File: src/rtl/writecontrol_lvl.sv
// Write-domain pointer/flag controller for the async FIFO: binary and Gray write pointers, full, almost-full, level.
// Optional sticky overflow detection is compiled in with the WR_OVF_DET_EN macro.
module writecontrol_lvl #(
    parameter int ptr_width = 4,
    parameter int AF_MARGIN = 2
) (
    input  logic                 w_clk,
    input  logic                 wrst_n,
    input  logic                 w_en,
    input  logic [ptr_width-1:0] g_rptr_sync,
    output logic [ptr_width-1:0] b_wptr,
    output logic [ptr_width-1:0] g_wptr,
    output logic [ptr_width-2:0] waddr,
    output logic                 wr_accept,
    output logic                 full,
    output logic                 almost_full,
`ifdef WR_OVF_DET_EN
    input  logic                 clr_ovf,
    output logic                 overflow,
`endif
    output logic [ptr_width-1:0] wlevel
);

    localparam int DEPTH = 1 << (ptr_width - 1);
    localparam logic [ptr_width-1:0] AF_THRESH = ptr_width'(DEPTH - AF_MARGIN);

    logic [ptr_width-1:0] b_wptr_nxt;
    logic [ptr_width-1:0] g_wptr_nxt;
    logic [ptr_width-1:0] b_rptr_sync;
    logic [ptr_width-1:0] level_nxt;
    logic [ptr_width-1:0] full_cmp;
    logic                 full_nxt;
    logic                 af_nxt;

    function automatic logic [ptr_width-1:0] gray2bin(input logic [ptr_width-1:0] g);
        logic [ptr_width-1:0] b;
        b[ptr_width-1] = g[ptr_width-1];
        for (int i = ptr_width - 2; i >= 0; i--) begin
            b[i] = b[i+1] ^ g[i];
        end
        return b;
    endfunction

    assign wr_accept   = w_en & ~full;
    assign waddr       = b_wptr[ptr_width-2:0];
    assign b_wptr_nxt  = b_wptr + {{(ptr_width-1){1'b0}}, wr_accept};
    assign g_wptr_nxt  = (b_wptr_nxt >> 1) ^ b_wptr_nxt;
    assign b_rptr_sync = gray2bin(g_rptr_sync);
    assign level_nxt   = b_wptr_nxt - b_rptr_sync;

    // Full means the write pointer is exactly one lap ahead: in Gray code the top two bits differ, the rest match.
    assign full_cmp = {~g_rptr_sync[ptr_width-1:ptr_width-2], g_rptr_sync[ptr_width-3:0]};
    assign full_nxt = (g_wptr_nxt == full_cmp);
    assign af_nxt   = (level_nxt >= AF_THRESH);

    always_ff @(posedge w_clk or negedge wrst_n) begin
        if (!wrst_n) begin
            b_wptr      <= '0;
            g_wptr      <= '0;
            full        <= 1'b0;
            almost_full <= 1'b0;
            wlevel      <= '0;
        end else begin
            b_wptr      <= b_wptr_nxt;
            g_wptr      <= g_wptr_nxt;
            full        <= full_nxt;
            almost_full <= af_nxt;
            wlevel      <= level_nxt;
        end
    end

`ifdef WR_OVF_DET_EN
    // A new overflow in the same cycle as a clear keeps the flag set.
    always_ff @(posedge w_clk or negedge wrst_n) begin
        if (!wrst_n) begin
            overflow <= 1'b0;
        end else begin
            overflow <= (w_en & full) | (overflow & ~clr_ovf);
        end
    end
`endif

endmodule

File: config.mk
export PLATFORM = sky130hd
export DESIGN_NAME = writecontrol_lvl
export DESIGN_NICKNAME = d
export VERILOG_FILES = /design/src/rtl/writecontrol_lvl.sv
export SDC_FILE = /design/constraint.sdc
export NUM_CORES = 1
export LEC_CHECK = 0
export CAP_MARGIN = 15
export CORE_MARGIN = 4
export CORE_UTILIZATION = 38
export CTS_CLUSTER_DIAMETER = 50
export DETAILED_ROUTE_END_ITERATION = 6
export GPL_TIMING_DRIVEN = 0
export PLACE_DENSITY_LB_ADDON = 0.1
export SYNTH_ARGS = -nofsm -noshare
export SYNTH_HDL_FRONTEND = slang
export SYNTH_SLANG_ARGS = --single-unit
File: constraint.sdc
create_clock -name w_clk -period 2.3 [get_ports w_clk]
set_clock_uncertainty 0.2 [all_clocks]
set_input_delay 0.23 -clock w_clk [delete_from_list [all_inputs] [get_ports w_clk]]
set_output_delay 0.23 -clock w_clk [all_outputs]
set_load 0.01 [all_outputs]
==> metrics.yaml <==
setup_path:
  crit_path_end_kind: "flip-flop"
  class_of_the_most_critical_setup_path: "primary input to flip-flop"
  cp.arrival_ns: 2.19
  setup.worst_path.start: "w_en"
  reg2reg_from: "full"
  path_max_fanout: 3
  critPathRequiredTime_ns: 2.26
  critical_path.startpoint_type: "primary input"
power:
  p_leak_nw: 0.489
  netSwitchingFraction_pct: 35.8
  p_clk_share_pct: 7.6
  sequentialPowerShare_pct: 24.3
  total_power_mw: 1.80
  power.ir.vdd_worst_v: 0.000857
  p_int_mw: 1.16
  power.switching_mw: 0.646
  combPwrFrac_pct: 68.1
  powerDensity_nw_per_um2: 1670
detailed_routing:
  drt_pre_antenna_iters: 2
  drt-total-wl_microns: 1130
  drt_iter0_markers: 2
  routed_via_density: 4.13
  drt-wirelength-per-cell_microns: 10.2
  drc: 0
  ant_nets: 0
  num_vias: 458
place:
  dpl.hpwl_microns: 868
  post_dp_cell_area_sq_um: 983
  numPortBuffers: 24
  placedCellCount: 101
  finalWeightedCongestion: 0.680
  pre_cts_slack_ns: -0.465
layout:
  synthToLayoutAreaGrowth_pct: 60.7
  n_antenna_cell: 0
  seq_area_sq_um: 325
  area_taken_by_multi_input_logic_gates_sq_um: 358
  drive_above_1_share_pct: 27.6
  final_cells: 111
  layout.cells.most_common: "sky130_fd_sc_hd__clkdlybuf4s50_1"
  finalNetCount: 101
  nFillCells: 118
  final_core_utilization_pct: 67.7
  leading_cell_types_in_the_layout_fill_and_taps_excluded: "23 x sky130_fd_sc_hd__clkdlybuf4s50_1, 13 x sky130_fd_sc_hd__dfrtp_1, 10 x sky130_fd_sc_hd__buf_4, 6 x sky130_fd_sc_hd__inv_1"
  final_cell_area_sq_um: 1080
die:
  die_x_microns: 50.1
  ios: 25
  core.rowCount: 14
  floorplan.core_area_sq_um: 1590
  initial_utilization_pct: 42.2
  die_y_microns: 50.1
  area_enclosed_by_the_die_boundary_sq_um: 2510
clock_network:
  cts-root-buf: "sky130_fd_sc_hd__clkbuf_4"
  numClockSinks: 13
  cts_tree: "yes"
  cts_buffers: 3
  worstSkewPairLatency_ns: 0.27
  ctsLongestPathBuffers: 2
  clkTransAtPathRegs_ns: 0.08
  clock_tree.htree_level_count: 1
grt:
  pin_count_of_the_biggest_net_entering_global_routing: 14
  number_of_global_route_vias_before_repair: 457
  antenna_found_initial: 0
  track_usage_pct: 10.2
  grt-ovfl-total: 0
  grt_first_pass_wirelength_microns: 1950
sta:
  max_freq_mhz: 448
  finalSetupViolCount: 0
  drv_slew: 0
  min_period_over_period_pct: 97.0
  hold-worst-slack_ns: 0.121
  report.final.hold_viol_count: 0
  post-route-min-period_ns: 2.23
  worst_slew_pin_slew_ns: 0.573
  setup_ws_ns: 0.0697
  setup_tns_after_final_layout_ns: 0
  timing.slew.headroom_pct: 61.7
min_path:
  min_path_type: "primary input to asynchronous set/reset pin"
yosys:
  synth_warnings: 0
  ys_types: 18
  synth.ff_latch_count: 13
  syn-mean-instance-area_sq_um: 12.7
  post_synth_instance_area_sq_um: 672
  ys_seq_area_share_pct: 48.4
  synth_fp_nets: 66
  postSynthCellCount: 53
run_status:
  outcome: "complete, no violations"
job:
  cap_violations: 0
[flip-flops by register name, indices dropped and copies added, names as in the netlist]
register,flops
almost_full,1
full,1
b_wptr,4
wlevel,4
g_wptr,3
[routing by layer]
metal  part of all wire [%]  up-vias  wire length (microns)  track usage (%)
met5                      0        -                      0                0
met4                   0.53        0                      6             4.61
met3                    6.6        2                     74             2.71
met2                     47       13                    533             16.3
met1                     45      210                    512             12.7
li1                       -      233                      -                -
[timing repair]
| item | in CTS | in global routing |
|---|---|---|
| endpoints found under the hold margin | 0 | 0 |
| resized for setup | 2 | 3 |
| buffers inserted | 2 | 4 |
| pin swaps | 1 | 2 |
| endpoints found under the setup margin | 3 | 2 |
| hold buffers | 0 | 0 |
[kinds of logic after synthesis]
kind of cell / synth area share, %
xor+xnor: 21.4
flops: 48.4
buf+inv: 7.82
simple gates: 6.33
fa+ha+maj: 12.3
compound gates: 3.72
[cells in the mapped netlist]
cell type	number	area share, %
sky130_fd_sc_hd__a21o_1	1	1.1
sky130_fd_sc_hd__xor2_1	5	6.5
sky130_fd_sc_hd__a21oi_1	1	0.74
sky130_fd_sc_hd__xor2_2	2	4.8
sky130_fd_sc_hd__a22oi_1	1	1.1
sky130_fd_sc_hd__o21ai_0	1	0.74
sky130_fd_sc_hd__nand3_1	2	1.5
sky130_fd_sc_hd__nor2b_1	1	0.93
sky130_fd_sc_hd__nand3_2	1	1.5
sky130_fd_sc_hd__ha_1	5	9.3
sky130_fd_sc_hd__fa_1	1	3.0
sky130_fd_sc_hd__nand2_1	1	0.56
sky130_fd_sc_hd__xor3_1	1	3.5
sky130_fd_sc_hd__buf_4	4	4.5
sky130_fd_sc_hd__xnor2_1	5	6.5
sky130_fd_sc_hd__or3_1	2	1.9
sky130_fd_sc_hd__dfrtp_1	13	48
sky130_fd_sc_hd__inv_1	6	3.4
[path summary, 6_finish.rpt]
check	slack, ns	end	depth (start not counted)
worst max-delay path	0.07	almost_full	10
worst min-delay path	0.12	b_wptr[0]	1
worst max register to register	0.12	almost_full	9
worst min register to register	0.43	b_wptr[0]	1
max in group asynchronous	1.40	wlevel[2]	1
min in group w_clk	0.14	full	3
[power groups by stage]
| stage | registers [mW] | clock network [mW] | logic, mW |
|---|---|---|---|
| finish | 0.438 | 0.137 | 1.23 |
| global route | 0.457 | 0.158 | 1.36 |
| CTS | 0.442 | 0.140 | 1.16 |
| detailed placement | 0.446 | 0 | 1.12 |
| global placement | 0.443 | 0 | 1.12 |
| floorplan | 0.506 | 0 | 0.643 |
[area by class of cell]
type / instances / area share [%]
clock buffer: 4 / 2.43
timing repair buffer: 30 / 26.7
tap: 24 / 2.78
inverter: 6 / 2.09
sequential: 13 / 30.1
buffer: 4 / 2.78
multi-input combinational: 30 / 33.1
[critical path, stage by stage]
cell	delay, ns
sky130_fd_sc_hd__clkdlybuf4s50_1	0.40
sky130_fd_sc_hd__nor2b_2	0.16
sky130_fd_sc_hd__ha_2	0.20
sky130_fd_sc_hd__ha_4	0.17
sky130_fd_sc_hd__xor2_4	0.16
sky130_fd_sc_hd__ha_4	0.30
sky130_fd_sc_hd__nand2_1	0.06
sky130_fd_sc_hd__o21ai_2	0.11
sky130_fd_sc_hd__xor3_1	0.25
sky130_fd_sc_hd__a21o_1	0.16
(Power assumes the default switching activity.)
